$ cat src/rtl/bt656_pkg.sv
// Shared BT.656 word constants and helpers, used by this encoder and by the sync parser.
package bt656_pkg;

  localparam logic [9:0] PREAMBLE_1 = 10'h3FF;
  localparam logic [9:0] PREAMBLE_0 = 10'h000;
  localparam logic [9:0] BLANK_EVEN = 10'h200;
  localparam logic [9:0] BLANK_ODD  = 10'h040;
  localparam logic [9:0] CLIP_LO    = 10'h004;
  localparam logic [9:0] CLIP_HI    = 10'h3FB;

  typedef enum logic [1:0] {
    SEG_EAV,
    SEG_HBLANK,
    SEG_SAV,
    SEG_ACTIVE
  } segment_t;

  // Fourth word of an EAV/SAV: flags plus Hamming-style protection bits.
  function automatic logic [9:0] xy_code(input logic f, input logic v, input logic h);
    return {1'b1, f, v, h, v ^ h, f ^ h, f ^ v, f ^ v ^ h, 2'b00};
  endfunction

  function automatic logic [9:0] clip_word(input logic [9:0] w);
    if (w < CLIP_LO) return CLIP_LO;
    if (w > CLIP_HI) return CLIP_HI;
    return w;
  endfunction

endpackage

$ cat src/rtl/bt656_raster_counter.sv
// Raster timing for the BT.656 encoder: word/line counters, segment FSM and
// per-line F/V flags. h_cnt names the word that the encoder emits next cycle.
module bt656_raster_counter
  import bt656_pkg::*;
#(
  parameter int H_ACTIVE    = 1440,
  parameter int H_BLANK     = 276,
  parameter int LINES       = 525,
  parameter int F_FALL_LINE = 4,
  parameter int F_RISE_LINE = 266,
  parameter int ACT1_FIRST  = 20,
  parameter int ACT1_LAST   = 263,
  parameter int ACT2_FIRST  = 283,
  parameter int ACT2_LAST   = 525
) (
  input  logic       clk,
  input  logic       reset,
  output segment_t   seg,
  output logic [1:0] ref_idx,
  output logic       blank_odd,
  output logic [9:0] line,
  output logic       f_flag,
  output logic       v_flag
);

  localparam int LINE_LEN = H_ACTIVE + H_BLANK;
  localparam int HW       = $clog2(LINE_LEN);

  localparam logic [HW-1:0] LAST_WORD   = HW'(LINE_LEN - 1);
  localparam logic [HW-1:0] EAV_LAST    = HW'(3);
  localparam logic [HW-1:0] HBLANK_LAST = HW'(H_BLANK - 5);
  localparam logic [HW-1:0] SAV_LAST    = HW'(H_BLANK - 1);
  localparam logic [1:0]    SAV_PHASE   = 2'(H_BLANK - 4);

  localparam logic [9:0] LAST_LINE = 10'(LINES);
  localparam logic [9:0] F_FALL    = 10'(F_FALL_LINE);
  localparam logic [9:0] F_RISE    = 10'(F_RISE_LINE);
  localparam logic [9:0] A1_FIRST  = 10'(ACT1_FIRST);
  localparam logic [9:0] A1_LAST   = 10'(ACT1_LAST);
  localparam logic [9:0] A2_FIRST  = 10'(ACT2_FIRST);
  localparam logic [9:0] A2_LAST   = 10'(ACT2_LAST);

  logic [HW-1:0] h_cnt, h_cnt_next;
  logic [9:0]    line_next;
  segment_t      seg_next;

  always_ff @(posedge clk) begin
    if (reset) begin
      h_cnt <= '0;
      line  <= 10'd1;
      seg   <= SEG_EAV;
    end else begin
      h_cnt <= h_cnt_next;
      line  <= line_next;
      seg   <= seg_next;
    end
  end

  // With the minimum 8-word blanking there is no HBLANK segment at all.
  always_comb begin
    h_cnt_next = h_cnt + HW'(1);
    line_next  = line;
    seg_next   = seg;
    if (h_cnt == LAST_WORD) begin
      h_cnt_next = '0;
      line_next  = (line == LAST_LINE) ? 10'd1 : line + 10'd1;
    end
    unique case (seg)
      SEG_EAV:    if (h_cnt == EAV_LAST)    seg_next = (H_BLANK == 8) ? SEG_SAV : SEG_HBLANK;
      SEG_HBLANK: if (h_cnt == HBLANK_LAST) seg_next = SEG_SAV;
      SEG_SAV:    if (h_cnt == SAV_LAST)    seg_next = SEG_ACTIVE;
      SEG_ACTIVE: if (h_cnt == LAST_WORD)   seg_next = SEG_EAV;
    endcase
  end

  assign ref_idx   = (seg == SEG_SAV) ? h_cnt[1:0] - SAV_PHASE : h_cnt[1:0];
  assign blank_odd = h_cnt[0];

  assign f_flag = (line < F_FALL) || (line >= F_RISE);
  assign v_flag = !(((line >= A1_FIRST) && (line <= A1_LAST)) ||
                    ((line >= A2_FIRST) && (line <= A2_LAST)));

endmodule

$ cat src/rtl/bt656_encoder.sv
// BT.656 10-bit 4:2:2 transmitter: muxes timing references, blanking and
// clipped active video into a registered word stream with aligned H/V/F/line.
module bt656_encoder
  import bt656_pkg::*;
#(
  parameter int H_ACTIVE    = 1440,
  parameter int H_BLANK     = 276,
  parameter int LINES       = 525,
  parameter int F_FALL_LINE = 4,
  parameter int F_RISE_LINE = 266,
  parameter int ACT1_FIRST  = 20,
  parameter int ACT1_LAST   = 263,
  parameter int ACT2_FIRST  = 283,
  parameter int ACT2_LAST   = 525
) (
  input  logic       clk,
  input  logic       reset,
  input  logic [9:0] pix_data,
  output logic       pix_ready,
  output logic [9:0] bt_656,
  output logic       H,
  output logic       V,
  output logic       F,
  output logic [9:0] line
);

  segment_t   seg;
  logic [1:0] ref_idx;
  logic       blank_odd;
  logic [9:0] raster_line;
  logic       f_flag;
  logic       v_flag;
  logic [9:0] word_next;
  logic       h_flag;

  bt656_raster_counter #(
    .H_ACTIVE    (H_ACTIVE),
    .H_BLANK     (H_BLANK),
    .LINES       (LINES),
    .F_FALL_LINE (F_FALL_LINE),
    .F_RISE_LINE (F_RISE_LINE),
    .ACT1_FIRST  (ACT1_FIRST),
    .ACT1_LAST   (ACT1_LAST),
    .ACT2_FIRST  (ACT2_FIRST),
    .ACT2_LAST   (ACT2_LAST)
  ) u_raster (
    .clk       (clk),
    .reset     (reset),
    .seg       (seg),
    .ref_idx   (ref_idx),
    .blank_odd (blank_odd),
    .line      (raster_line),
    .f_flag    (f_flag),
    .v_flag    (v_flag)
  );

  // Active words are clipped so video can never mimic a 3FF/000 preamble.
  always_comb begin
    word_next = BLANK_ODD;
    unique case (seg)
      SEG_EAV, SEG_SAV: begin
        case (ref_idx)
          2'd0:    word_next = PREAMBLE_1;
          2'd3:    word_next = xy_code(f_flag, v_flag, seg == SEG_EAV);
          default: word_next = PREAMBLE_0;
        endcase
      end
      SEG_HBLANK: word_next = blank_odd ? BLANK_ODD : BLANK_EVEN;
      SEG_ACTIVE: word_next = clip_word(pix_data);
    endcase
  end

  assign h_flag    = (seg == SEG_EAV) || (seg == SEG_HBLANK);
  assign pix_ready = (seg == SEG_ACTIVE);

  always_ff @(posedge clk) begin
    if (reset) begin
      bt_656 <= BLANK_ODD;
      H      <= 1'b1;
      V      <= 1'b1;
      F      <= 1'b1;
      line   <= 10'd1;
    end else begin
      bt_656 <= word_next;
      H      <= h_flag;
      V      <= v_flag;
      F      <= f_flag;
      line   <= raster_line;
    end
  end

endmodule
$ cat config.mk
export PLATFORM = sky130hd
export DESIGN_NAME = bt656_encoder
export DESIGN_NICKNAME = d
export VERILOG_FILES = /design/src/rtl/bt656_pkg.sv /design/src/rtl/bt656_raster_counter.sv /design/src/rtl/bt656_encoder.sv
export SDC_FILE = /design/constraint.sdc
export NUM_CORES = 1
export LEC_CHECK = 0
export BUFFER_PORTS_ARGS = -buffer_cell sky130_fd_sc_hd__clkbuf_2
export CORE_MARGIN = 3
export CORE_UTILIZATION = 50
export CTS_CLUSTER_SIZE = 12
export DETAILED_ROUTE_END_ITERATION = 12
export GPL_ROUTABILITY_DRIVEN = 0
export GPL_TIMING_DRIVEN = 0
export PLACE_DENSITY = 0.72
export SLEW_MARGIN = 0
export SYNTH_ARGS = -nofsm -noshare
export SYNTH_HDL_FRONTEND = slang
export SYNTH_SLANG_ARGS = --single-unit
$ cat constraint.sdc
create_clock -name clk -period 4.7 [get_ports clk]
set_input_delay 0.235 -clock clk [delete_from_list [all_inputs] [get_ports clk]]
set_output_delay 0.235 -clock clk [all_outputs]
set_load 0.05 [all_outputs]
## Yosys cells after proc, flatten, opt, wreduce, memory -nomap -nowiden

Index checks and enable logic that the tools add are counted.

| storage, ports and cells | value |
|---|---|
| logic and storage cells | 64 |
| input bits | 12 |
| flip-flop bits (word level) | 46 |
| output and inout port bits | 24 |

| operators by class | value |
|---|---|
| $lt $le $gt $ge | 8 |
| multiplexer cells | 18 |
| equal/unequal tests | 13 |
| reductions and logical operators | 11 |
| add/sub/neg operators | 2 |
| bitwise operators | 4 |

Operators with widths:

| operator | number |
|---|---|
| $mux W10 | 6 |
| $pmux W10 S3 | 1 |
| $eq A11 B9 Y1 const B | 2 |
| $ge A10 B9 Y1 const B | 2 |
| $lt A10 B3 Y1 const B | 2 |
| $pmux W10 S2 | 1 |
| $add A11 B1 Y11 const B | 1 |
| $eq A11 B11 Y1 const B | 1 |
| $eq A11 B2 Y1 const B | 1 |
| $add A10 B1 Y10 const B | 1 |
| $eq A10 B10 Y1 const B | 1 |
| $ge A10 B5 Y1 const B | 1 |
| $gt A10 B10 Y1 const B | 1 |
| $le A10 B10 Y1 const B | 1 |
| $le A10 B9 Y1 const B | 1 |
| $mux W2 | 4 |
| $ne A2 B1 Y1 const B | 4 |
| $pmux W2 S4 | 1 |
| $eq A2 B2 Y1 const B | 3 |
| $mux W1 | 5 |
| $logic_not A2 Y1 | 2 |
| $reduce_and A4 Y1 | 1 |
| $reduce_or A2 Y1 | 2 |
| $xor A1 B1 Y1 | 4 |
| 4 further kinds | 7 |

## Logic depth before layout (Yosys ltp)

| logic depth | value |
|---|---|
| word-level depth | 8 |
| gate-level depth with buffers | 8 |
| depth with buffers taken out | 6 |

## Modules after synthesis

A second synthesis with hierarchy kept.

| second synthesis, totals | value |
|---|---|
| cell total of the unflattened synthesis | 239 |
| area, all modules | 2159.6 µm² |

By module, submodules not included:

| module | seq. area each (µm²) | instances | area an instance (µm²) | cells each |
|---|---|---|---|---|
| bt656_raster_counter | 460.4 | 1 | 1278.7 | 146 |
| bt656_encoder | 460.4 | 1 | 880.8 | 93 |

## Worst setup path after synthesis

No wires, ideal clock.

| timing | value |
|---|---|
| path type | reg-to-reg |
| start point | register u_raster.seg[0] |
| end point | register bt_656[2] |
| setup time | 0.062 ns |
| cell stages (with the launch flop) | 6 |
| slack | 2.758 ns |
| required time | 4.638 ns |
| period minus slack after synthesis | 1.942 ns |
| path buffers | 0 |
| arrival | 1.880 ns |
| cell sequence | dfxtp_1 > ha_1 > nor4_1 > nand2_1 > or4_1 > nand3_1 |

| on the way | value |
|---|---|
| elaborated cells on any way between the ends | 8 |
| classes of those cells | eq/ne: 3; mux: 2; bitwise: 1; reduce/logical: 2 |

RTL lines:

| what | RTL line | RTL |
|---|---|---|
| from (decl) | bt656_raster_counter.sv:18 | `output segment_t seg,` |
| from (signal assigned) | bt656_raster_counter.sv:55 | `seg <= seg_next;` |
| $eq A2 B2 Y1 | -- |  |
| via pix_ready | bt656_encoder.sv:19 | `output logic pix_ready,` |
| $pmux W10 S3 | bt656_encoder.sv:60 | `unique case (seg)` |
| to (signal assigned) | bt656_encoder.sv:84 | `bt_656 <= word_next;` |
| to (decl) | bt656_encoder.sv:20 | `output logic [9:0] bt_656,` |

The timed path passes the listed nets, and every way through them passes these cells.
A chain may end at the register's enable or synchronous reset.

## Worst setup path after layout

| timing | value |
|---|---|
| start point | register u_raster.h_cnt[0] |
| end point | register bt_656[2] |

| on the way | value |
|---|---|
| word-level cells in the longest chain between the ends | 3 |
| elaborated cells on any way between the ends | 4 |
| classes of those cells | eq/ne: 1; mux: 2; reduce/logical: 1 |

Ends and longest elaborated chain:

| what | RTL line | RTL |
|---|---|---|
| from (decl) | bt656_raster_counter.sv:43 | `logic [HW-1:0] h_cnt, h_cnt_next;` |
| from (signal assigned) | bt656_raster_counter.sv:53 | `h_cnt <= h_cnt_next;` |
| $eq A2 B2 Y1 or $logic_not A2 Y1 (tied branches) | bt656_encoder.sv:62 | `case (ref_idx)` |
| $pmux W10 S2 (*) | bt656_encoder.sv:62 |  |
| $pmux W10 S3 (*) | bt656_encoder.sv:60 |  |

Mark *: on every way between the ends. The rest lies on a longest branch, timed or not.

==> results.toml <==
[timing]
rsz0062_at_grt = "false"
worst_pin_slew_ns = 0.7565
finalCriticalPeriod_ns = 2.325
clock_skew_ns = 0.005012
whs_ns = 0.1881
min_period_over_period = 0.4947
relSlewSlack = 0.4910
setup_violations = 0
slew_violations = 0
hold_violations = 0
setup_tns_ns = 0
timing.fmax_mhz = 430.1
setup_ws_ns = 2.375

[clock_network]
post_cts_resized = 0
htreeDepth = 2
ctsRootBufferMaster = "clkbuf_8"
clkLatencyLatePin_ns = 0.29
cts_tree = "built"
cts.sinks = 46
cts_made_buffers = 5
ctsHoldBuffers = 0
clk_pin_slew_ns = 0.08
postCtsSetupBuffers = 0
clockBufferDepth = 2

[synthesis]
syn-num-nets = 273
synth_flop_cell = "dfxtp_1"
synthesis.area_um2 = 2177
synthTopCellsByCount = "dfxtp_1 (46), nor2_1 (26), a21oi_1 (16), nand2_1 (14), ha_1 (11)"
avgSynthCellArea_um2 = 8.708
synth_seq_cells = 46
synth_top_area_frac = 0.4230
synth_cells = 250
synth_edf_count = 0
yosys_warnings = 0
synthArstFlopShare = 0
synth.most_common_cell = "dfxtp_1"
yosysSeqAreaShare = 0.4230
yosysTopAreaCell = "dfxtp_1"
synth.area.top_cells = "dfxtp_1 (42%), ha_1 (6.3%), nor2_1 (4.5%)"
ys_types = 41

[detailed_routing]
vias_per_cell = 5.219
firstDrtPassIters = 5
antenna_left = 0
wire_per_inst_um = 12.36
finalWirelength_um = 4226
vias = 1785
drtIter0Drc = 174
drcViolationCount = 0

[critical_path]
worst-path-buf-inv = 1
cp-start-kind = "flip-flop"
criticalPathCategory = "flip-flop to flip-flop"
cpPeakStageDelay_ns = 0.60
crit_required_ns = 4.94
cp-end-kind = "flip-flop"
worstPathArrival_ns = 2.56
path_delay_family = "simple AND/OR/NAND/NOR gates"
path_max_fanout = 5
path_cells = "inv_1, ha_1, nor4_1, nand2_1, or4_1, nand3_1"
cpMaxStageDelayCell = "nor4_1"

[layout]
layout.cells.non_filler = 342
final_nets = 314
n_antenna_cell = 0
final_core_util = 0.6121
drive_gt1_frac = 0.1884
design_area_um2 = 2501
syn2layout_area_growth_pct = 14.89

[grt]
grt_usage = 0.1776
grt_overflow = 0
grt_pass1_wl_um = 7479
grt_max_degree = 14
antenna_found_initial = 0
grt_pass1_vias = 1650

[floorplan]
core_area_um2 = 4086
start_util = 0.5328
fp.dieW_um = 71.99
rows = 23
die_h_um = 71.99
dieArea_um2 = 5182
io_pins = 36

[power_and_ir_drop]
p_total_mw = 0.8540
p_per_area_nw_per_um2 = 341.5
peakVddDrop_uv = 178.7
p_leak_nw = 1.012

[placement]
placed_area_um2 = 2410
io_buffers = 34
dpl.cell_count = 334
post-place-ws_ns = 2.446
hpwl_um = 3059

[worst_hold_path]
hp-class = "primary input to flip-flop"

[status]
outcome = "finished, final reports clean"

[job]
cap_violations = 0
==> per-layer routing <==
layer	GRT usage	part of all wire
met1	0.2472	0.50
met2	0.2776	0.45
met4	0.06472	0.012
met3	0.02909	0.036
met5	0	0
==> area by class of cell <==
type / count / area (µm²)
Fill cell: 394 / 1585
Multi-Input combinational cell: 181 / 1142
Sequential cell: 46 / 920.9
Timing Repair Buffer: 34 / 170.2
Clock buffer: 7 / 86.33
Buffer: 13 / 76.32
Tap cell: 50 / 62.56
Inverter: 10 / 37.54
Clock inverter: 1 / 5.005
==> cell families (layout without fill, tap and decap cells) <==
| family | count (synthesis) | in the layout | share of synthesized area |
|---|---|---|---|
| flip-flops | 46 | 46 | 0.4230 |
| multiplexers | 1 | 1 | 0.004598 |
| AND/OR/NAND/NOR | 110 | 110 | 0.2684 |
| adder cells (fa/ha/maj) | 11 | 11 | 0.06322 |
| buffers and inverters | 23 | 65 | 0.05230 |
| AO/OA/AOI/OAI | 43 | 43 | 0.1241 |
| XOR/XNOR | 16 | 16 | 0.06437 |
==> power breakdown <==
group	total [mW]	internal (mW)	switching, mW	leakage (nW)
Sequential	0.423	0.413	0.00969	0.374
Clock	0.241	0.119	0.122	0.0482
Combinational	0.190	0.0600	0.130	0.590
==> state kept, by name (all words and copies together), names as in the netlist <==
name / count
H: 1
u_raster.seg: 2
bt_656: 10
V: 1
u_raster.line: 10
line: 10
u_raster.h_cnt: 11
F: 1
==> worst register-to-register path, cell delays in order, from the launching register on <==
cell and delay [ns]:
dfxtp_1 0.42, inv_1 0.10, ha_1 0.33, nor4_1 0.60, nand2_1 0.23, or4_1 0.51
nand3_1 0.09
==> worst paths after layout <==
kind,start,to,slack [ns],cells after the start
setup / recovery,u_raster.h_cnt[0],bt_656[2],2.37,6
setup reg to reg,u_raster.h_cnt[0],bt_656[2],2.37,6
hold / removal,pix_data[7],bt_656[7],0.19,3
hold reg to reg,u_raster.h_cnt[0],u_raster.h_cnt[0],0.50,1
==> cells in the final DEF (no fill, tap or decap), types with 2 or more instances in the layout <==
cell      netlist  final
nand3_1         9      9
or2_2           5      5
dfxtp_1        46     46
nand4_1        10     10
clkbuf_8        1      7
o21bai_1        3      3
nor4_1          4      4
xnor2_1         8      8
or2b_2          2      2
and2_1          2      2
inv_1          10     10
and3_1          6      6
nor2_1         26     26
buf_6           2      2
o21ai_0         9      9
clkbuf_2        2     36
ha_1           11     11
a21o_1          2      2
or4_1           4      4
nand2_1        14     14
o211ai_1        3      3
a21oi_1        16     16
or3_1           3      3
nor2b_1        10     10
nand2b_1        3      3
a221oi_1        2      2
xor2_1          8      8
clkbuf_1        8      9
nor3_1          9      9
No activity file was read; power rests on OpenSTA's default activity.
